===== src/rtl/writeback_arbiter.sv =====
`default_nettype none
// ============================================================================
// writeback_arbiter : ALU/MEM writeback queues, round-robin register-file
//                     write port and RAW scoreboard.          Rev 1.0
// ============================================================================
module writeback_arbiter #(
  parameter int DATA_W = 64,
  parameter int DEPTH  = 2
) (
  input  logic              clk,
  input  logic              reset,
  input  logic              alu_valid,
  input  logic [4:0]        alu_rd,
  input  logic [DATA_W-1:0] alu_data,
  output logic              alu_ready,
  input  logic              mem_valid,
  input  logic [4:0]        mem_rd,
  input  logic [DATA_W-1:0] mem_data,
  output logic              mem_ready,
  input  logic              issue_valid,
  input  logic [4:0]        issue_rd,
  input  logic [4:0]        rs1,
  input  logic [4:0]        rs2,
  output logic              stall,
  output logic              RegWrite,
  output logic [4:0]        rd,
  output logic [DATA_W-1:0] WriteData,
  output logic              idle
);

  localparam int   PTR_W   = (DEPTH > 1) ? $clog2(DEPTH) : 1;
  localparam int   CNT_W   = PTR_W + 1;
  localparam logic SRC_ALU = 1'b0;
  localparam logic SRC_MEM = 1'b1;

  logic [1:0]        in_valid;
  logic [4:0]        in_rd     [2];
  logic [DATA_W-1:0] in_data   [2];
  logic [1:0]        q_ready;
  logic [1:0]        push;
  logic [1:0]        pop;
  logic [1:0]        empty;
  logic [1:0]        eligible;
  logic [4:0]        head_rd   [2];
  logic [DATA_W-1:0] head_data [2];

  logic              grant_any;
  logic              grant_sel;
  logic              last_grant;
  logic [4:0]        sel_rd;
  logic [DATA_W-1:0] sel_data;
  logic              sel_writes;
  logic [31:0]       busy;
  logic [31:0]       busy_next;

  assign in_valid   = {mem_valid, alu_valid};
  assign in_rd[0]   = alu_rd;
  assign in_rd[1]   = mem_rd;
  assign in_data[0] = alu_data;
  assign in_data[1] = mem_data;
  assign alu_ready  = q_ready[0];
  assign mem_ready  = q_ready[1];

  for (genvar q = 0; q < 2; q++) begin : g_queue
    logic [4:0]        store_rd   [DEPTH];
    logic [DATA_W-1:0] store_data [DEPTH];
    logic [PTR_W-1:0]  wr_ptr;
    logic [PTR_W-1:0]  rd_ptr;
    logic [CNT_W-1:0]  count;
    logic              fresh;
    logic              full;

    assign full         = (count == CNT_W'(DEPTH));
    assign q_ready[q]   = !full && !reset;
    assign push[q]      = in_valid[q] && q_ready[q];
    assign empty[q]     = (count == '0);
    // An entry becomes grantable one edge after it was accepted, which
    // gives the two-edge accept-to-write latency.
    assign eligible[q]  = (count > CNT_W'(1)) || ((count == CNT_W'(1)) && !fresh);
    assign head_rd[q]   = store_rd[rd_ptr];
    assign head_data[q] = store_data[rd_ptr];

    always_ff @(posedge clk or posedge reset) begin
      if (reset) begin
        wr_ptr <= '0;
        rd_ptr <= '0;
        count  <= '0;
        fresh  <= 1'b0;
      end else begin
        if (push[q]) wr_ptr <= wr_ptr + 1'b1;
        if (pop[q])  rd_ptr <= rd_ptr + 1'b1;
        case ({push[q], pop[q]})
          2'b10:   count <= count + 1'b1;
          2'b01:   count <= count - 1'b1;
          default: count <= count;
        endcase
        fresh <= push[q];
      end
    end

    always_ff @(posedge clk) begin
      if (push[q]) begin
        store_rd[wr_ptr]   <= in_rd[q];
        store_data[wr_ptr] <= in_data[q];
      end
    end
  end

  always_comb begin
    grant_any = 1'b0;
    grant_sel = SRC_ALU;
    case (eligible)
      2'b01:   begin grant_any = 1'b1; grant_sel = SRC_ALU; end
      2'b10:   begin grant_any = 1'b1; grant_sel = SRC_MEM; end
      2'b11:   begin grant_any = 1'b1; grant_sel = !last_grant; end
      default: begin grant_any = 1'b0; grant_sel = SRC_ALU; end
    endcase
  end

  assign pop[0]     = grant_any && (grant_sel == SRC_ALU);
  assign pop[1]     = grant_any && (grant_sel == SRC_MEM);
  assign sel_rd     = (grant_sel == SRC_MEM) ? head_rd[1]   : head_rd[0];
  assign sel_data   = (grant_sel == SRC_MEM) ? head_data[1] : head_data[0];
  // x0 writes are consumed but never reach the register file.
  assign sel_writes = grant_any && (sel_rd != 5'd0);

  always_comb begin
    busy_next = busy;
    if (RegWrite) busy_next[rd] = 1'b0;
    if (issue_valid && (issue_rd != 5'd0)) busy_next[issue_rd] = 1'b1;
    busy_next[0] = 1'b0;
  end

  always_ff @(posedge clk or posedge reset) begin
    if (reset) begin
      RegWrite   <= 1'b0;
      rd         <= '0;
      WriteData  <= '0;
      last_grant <= SRC_MEM;
      busy       <= '0;
    end else begin
      RegWrite <= sel_writes;
      if (sel_writes) begin
        rd        <= sel_rd;
        WriteData <= sel_data;
      end
      if (grant_any) last_grant <= grant_sel;
      busy <= busy_next;
    end
  end

  assign stall = !reset && (busy[rs1] || busy[rs2]);
  assign idle  = (&empty) && !RegWrite;

endmodule
`default_nettype wire


===== config.mk =====
export PLATFORM = sky130hd
export DESIGN_NAME = writeback_arbiter
export DESIGN_NICKNAME = d
export VERILOG_FILES = /design/src/rtl/writeback_arbiter.sv
export SDC_FILE = /design/constraint.sdc
export NUM_CORES = 1
export LEC_CHECK = 0
export CELL_PAD_IN_SITES_DETAIL_PLACEMENT = 1
export CELL_PAD_IN_SITES_GLOBAL_PLACEMENT = 1
export CORE_UTILIZATION = 49
export CTS_CLUSTER_DIAMETER = 50
export DETAILED_ROUTE_END_ITERATION = 8
export HOLD_SLACK_MARGIN = 0.05
export PLACE_DENSITY_LB_ADDON = 0.05
export SYNTH_ARGS = -nofsm -noshare
export SYNTH_HDL_FRONTEND = slang
export SYNTH_SLANG_ARGS = --single-unit

===== constraint.sdc =====
create_clock -name clk -period 7.5 [get_ports clk]
set_clock_uncertainty 0.2 [all_clocks]
set_input_delay 1.5 -clock clk [delete_from_list [all_inputs] [get_ports clk]]
set_output_delay 1.5 -clock clk [all_outputs]
set_load 0.005 [all_outputs]

======== Yosys cells after proc, flatten, opt, wreduce, memory -nomap -nowiden ========
Memories as Yosys holds them, arrays and structs flattened.
Cells that the tools add are included.
storage, ports and cells
  memories ................................ 4
  RAM bits ................................ 276
  logic and storage cells ................. 100
  bits in registers ....................... 112
  input bits .............................. 158
  output and inout bits ................... 74
memories
  memory                 words  width  rd ports  clocked after Yosys merged registers in  wr ports  line  RTL
  g_queue[0].store_data  2      64     1         0                                        1         66    logic [DATA_W-1:0] store_data [DEPTH];
  g_queue[1].store_data  2      64     1         0                                        1         66
  g_queue[0].store_rd    2      5      1         0                                        1         65    logic [4:0] store_rd [DEPTH];
  g_queue[1].store_rd    2      5      1         0                                        1         65
cells by class
  equality and inequality tests ........... 11
  muxes and demuxes ....................... 20
  reduce and logical (&&, ||, !) cells .... 32
  bitwise logic cells ..................... 4
  add/subtract/negate cells ............... 8
  order comparisons ....................... 8
operators by type and width
  cell                                                                              number
  32-bit two-way mux                                                                2
  64-bit two-way mux                                                                1
  32-bit bitwise AND                                                                1
  32-bit inverter                                                                   1
  32-bit bitwise OR                                                                 1
  5-bit by 6-bit < comparator with 1-bit output (second input constant)             4
  1-bit logical AND                                                                 14
  2-bit equality test (second input constant)                                       6
  1-bit binary-select mux with 5-bit select                                         2
  1-bit demux with 5-bit select                                                     2
  2-bit by 1-bit equality test with 1-bit output (second input constant)            5
  5-bit by 1-bit >= comparator with 1-bit output (second input constant)            2
  5-bit nonzero test                                                                2
  1-bit two-way mux                                                                 9
  2-bit case mux with 2 select lines                                                2
  1-bit zero test                                                                   7
  5-bit two-way mux                                                                 1
  1-bit adder (second input constant)                                               4
  2-bit by 1-bit adder with 2-bit output (second input constant)                    2
  2-bit by 1-bit greater-than comparator with 1-bit output (second input constant)  2
  2-bit zero test                                                                   2
  2-bit nonzero test                                                                2
  2-bit by 1-bit subtractor with 2-bit output (second input constant)               2
  1-bit logical OR                                                                  3
  other kinds (4)                                                                   4

======== Logic depth before layout (Yosys ltp) ========
  depth in word-level cells ............... 9
  gate-level depth with buffers ........... 10

======== Worst setup path before layout ========
Ideal clock, no wire load.
  path type ............................... input to output
  start point ............................. in reset
  end point ............................... out stall
  buffers on the path ..................... 0
  arrival ................................. 4.232 ns
  cell stages on the path ................. 3
  required time ........................... 5.800 ns
  slack ................................... 1.568 ns
  cells stage by stage .................... inv_1 -> nand4_1 -> o311ai_0
between the ends
  cells in the longest elaborated chain, start to end .. 2
ends and longest elaborated chain
  element            line  RTL
  start, declared    11    input logic reset,
  1-bit zero test    152   assign stall = !reset && (busy[rs1] || busy[rs2]);
  1-bit logical AND  152
  end, declared      24    output logic stall,
No other way between the ends.

======== Worst setup path after layout ========
  start point ............................. in rs2[1]
  end point ............................... out stall
between the ends
  cells in the longest elaborated chain, start to end .. 4
ends and longest elaborated chain
  element                                    line  RTL
  start, declared                            23    input logic [4:0] rs2,
  1-bit binary-select mux with 5-bit select  152
  1-bit two-way mux (implied by the code)    152
  1-bit logical OR                           152
  1-bit logical AND                          152
No other way between the ends. The select of a mux whose other input is x is not followed.

==> flow_results.org <==
** Clocking
- TritonCTS built the clock tree.
- Worst skew pair latency :: 0.54 ns
- The H-tree was split into 2 levels.
- The clock passes through at most 3 buffers.
- Post-cts resize count :: 0
- In this run the post-CTS setup repair buffer count came out at 0.
- For this design, the sink count on the clock tree is 388.
- Total CTS buffers :: 44
- The tree is rooted in a sky130_fd_sc_hd__clkbuf_16.
- Post-CTS clock slew at the launch and capture registers of the worst setup and hold paths :: 0.06 ns
- Count of hold-fix buffers inserted at cts :: 0

** Floorplan
- For this configuration, the core starts out at a cell density of 50.2%.
- The region available for standard cell placement spans ~30,000 um2.
- Rows :: 64
- Die Y-Extent :: 180 um
- The die covers 32,300 um2.
- The die is 180 um wide.
- Number of ports placed on the die boundary :: between 200 and 250

** Run
- Number of max-cap violations :: 0

** Routing
- The first detailed-routing pass took 9 iterations.
- Wires add up to 37,500 um.
- In the final routed layout, each cell accounts on average for 23.9 um.
- In the routed design, unresolved DRC markers number 8.
- Vias after detailed routing :: between 8,000 and 9,000
- Final antenna-violating net count :: 0
- Detailed router's first-iteration violation count :: ~490
- Routed vias/inst :: roughly 5.6

** Setup path
- The worst setup path is captured at a primary output.
- The worst setup path is of the in -> out kind.
- Arr. time, crit path :: 3.89 ns
- In this run the worst path has a maximum fanout of 9.
- Walking the worst path, the cells encountered are clkdlybuf4s50_1 > mux4_2 > nor3b_1 > a21oi_1 > o211ai_1 > o311ai_0 > clkdlybuf4s50_1.
- On the critical path, the stage with the largest delay is an instance of sky130_fd_sc_hd__clkdlybuf4s50_1.
- Endpoint required time on the critical path :: 5.80 ns
- Minimum setup slack among reg-to-reg paths :: 3.84 ns
- Among the stages of the critical path, the cell type that occurs most often is sky130_fd_sc_hd__clkdlybuf4s50_1.
- Peak per-stage delay on the critical path :: 0.79 ns
- STA classifies the critical path startpoint as a primary input.

** Timing
- Number of slew-limit violations in the final report :: 0
- Adding up every negative setup slack in the final design gives 0 ns.
- The routed design could run at a clock period as short as 5.59 ns.
- Measured against its own limit, the worst slew margin works out to between 20% and 30%.
- Final setup viols :: 0
- Derived from the worst setup path, the maximum achievable clock frequency is approximately 180 MHz.
- At the pin with the least slew margin, the transition time is 1.09 ns.
- Setup repair after global routing missed its margin :: false
- Post-route clock period utilization :: 74.5%
- The total count of hold-check failures in the final report came to 0.

** Layout
- Compared with the post-synthesis result, the final layout area differs by 27.0%.
- Leaving out filler cells and counting taps, the final layout contains 1,571.
- Of the cells placed in the final design, the portion with a size suffix greater than 1 is 13.9%.
- Filler instances :: 2,698
- Final std cell area, no fill :: 19,700 um2
- After the last flow step, the layout net total stands at 1,303.

** GRT
- Pin count of the biggest net entering global routing :: 70
- The first global-routing pass estimated roughly 58,000 um of wire.
- In the global route stage, overall resource usage came out at 23.8%.
- The number of global-route vias before repair was 9,756.
- Number of antenna violations at the first check in global routing :: 6
- The total overflow left after global routing is 0.

** Placed design
- The placed instances occupy a cell area of about 18,000 um2.
- Detailed placement ended at an HPWL of 23,200 um.
- At the end of routability-driven placement, the weighted congestion stood at 0.850.
- After detailed placement, the design holds a cell count of 1,487.
- In this run the tool buffered the top-level ports with about 230 buffer cells.

** Synth
- Total of warnings raised by yosys :: 0
- Counting every net in the synthesized netlist gives about 1,100.
- Distinct cells, synth :: 39
- Summing every instance area after synthesis gives 15,500 um2.
- Gate Count Post-Synth :: 884
- The synthesized design contains 388 register bits.
- A synthesized cell averages 17.5 um2.
- Sequential cells were found to cover 71.7% of the synthesized design area.

** Hold path
- Worst min path class :: reg -> reg

** Power and ir drop
- In this run the power density over the cells is 412 nW/um2.
- In this run the static leakage power is between 7 and 8 nW.
- IR analysis of the VDD net gives a maximum drop of 0.338 mV.

** Run status
- The run finished, with violations left.
- The final reports fail on design-rule violations.
-- routing by layer --
layer / up-vias / GRT usage (%) / part of all wire (%) / wire length [um]
li1: 3925 / - / - / -
met1: 4479 / 30.4 / 42 / 15700
met2: 250 / 40.8 / 50 / 18800
met3: 86 / 4.96 / 5.1 / 1900
met4: 6 / 7.86 / 2.8 / 1040
met5: - / 0 / 0.091 / 34
-- cell families after synthesis --
logic type,synth area share (%)
compound gates,2.85
xor+xnor,0.453
fa+ha+maj,0.647
buf+inv,1.48
flops,71.7
mux,20.8
simple gates,2.13
-- cells in the final DEF, fill, tap and decap left out, types with 3 or more instances in the layout --
master / n
sky130_fd_sc_hd__edfxtp_1: 276
sky130_fd_sc_hd__clkdlybuf4s50_1: 231
sky130_fd_sc_hd__mux2i_1: 210
sky130_fd_sc_hd__dfrtp_1: 109
sky130_fd_sc_hd__o21ai_0: 68
sky130_fd_sc_hd__mux2_2: 59
sky130_fd_sc_hd__clkbuf_16: 45
sky130_fd_sc_hd__clkbuf_1: 15
sky130_fd_sc_hd__mux4_2: 14
sky130_fd_sc_hd__mux2_1: 12
sky130_fd_sc_hd__buf_4: 12
sky130_fd_sc_hd__nand3b_1: 10
sky130_fd_sc_hd__inv_1: 9
sky130_fd_sc_hd__nor2_1: 9
sky130_fd_sc_hd__nand2_1: 9
sky130_fd_sc_hd__nand3_1: 9
sky130_fd_sc_hd__ha_1: 8
sky130_fd_sc_hd__xnor2_1: 7
sky130_fd_sc_hd__or3b_2: 5
sky130_fd_sc_hd__clkbuf_8: 5
sky130_fd_sc_hd__nor2b_1: 4
sky130_fd_sc_hd__clkinv_1: 4
sky130_fd_sc_hd__inv_6: 3
sky130_fd_sc_hd__bufinv_16: 3
sky130_fd_sc_hd__clkinvlp_4: 3
-- power breakdown --
part           leakage, nW  internal, mW  switching [mW]
sequential            3.82          2.86           0.391
combinational         2.98          1.47            1.28
clock                0.687          1.26           0.837
total                 7.49          5.59            2.51
-- cells in the mapped netlist (all sizes together) --
master,instances,area (um2)
nand3,9,45.0
a221oi,1,8.76
mux2i,210,2100
nor3b,1,7.51
nor2b,4,25.0
nand3b,10,75.1
inv,10,37.5
a311oi,1,8.76
nand4,2,12.5
mux4,14,315
mux2,71,800
edfxtp,276,8290
dfstp,1,26.3
nand2b,2,12.5
o221ai,1,8.76
nand2,10,37.5
a211oi,2,27.5
or3,2,12.5
xor2,1,8.76
clkbuf,6,22.5
o21ai,69,345
o311ai,1,8.76
o22ai,2,12.5
nor2,11,41.3
or3b,5,43.8
and3,2,12.5
nor3,1,5.00
xnor2,7,61.3
buf,30,169
a21oi,1,5.00
dfrtp,111,2780
ha,8,100
o211ai,1,7.51
o21a,1,7.51
-- critical path, delay by kind of cell --
family	cells	cell delay (ns)
compound gates	3	0.30
mux	1	0.58
buf+inv	2	1.27
simple gates	1	0.25
-- flip-flops by register name (all words and copies together) (netlist names) --
signal              count
RegWrite                1
g_queue.store_data    256
WriteData              64
g_queue.rd_ptr          2
rd                      5
g_queue.fresh           2
g_queue.wr_ptr          2
g_queue.count           4
last_grant              1
g_queue.store_rd       20
busy                   31
-- final timing paths --
kind,from,end,cells after the start
min in group asynchronous,reset,busy[27],2
worst min-delay path,WriteData[38],WriteData[38],1
max in group asynchronous,reset,busy[18],4
worst min register to register,WriteData[38],WriteData[38],1
worst max-delay path,rs2[1],stall,7
worst max register to register,g_queue[0].count[1],WriteData[50],9
-- through the flow --
| step | setup slack [ns] | total power [mW] | hold WS [ns] | utilization, % |
|---|---|---|---|---|
| 2_1_floorplan | 1.57 | 4.95 | 0.261 | - |
| 3_3_place_gp | 2.02 | 5.97 | 0.267 | 59.1 |
| 3_5_place_dp | 1.99 | 6.07 | 0.278 | 59.1 |
| 4_1_cts | 1.90 | 8.21 | 0.293 | 63.8 |
| 5_1_grt | 1.74 | 8.52 | 0.311 | 63.8 |
| 6_report | 1.91 | 8.10 | 0.286 | 63.8 |
-- layout make-up --
class                      count  area (um2)  share of cell area [%]
clock inverter                17         181                   0.923
timing repair buffer         243        2400                    12.2
tap                          396         495                    2.52
clock buffer                  65        1250                    6.36
inverter                      10        40.0                   0.204
multi-input combinational    450        4190                    21.3
antenna                        2        5.00                  0.0255
sequential                   388       11100                    56.4
No activity file was read; power rests on OpenSTA's default activity.
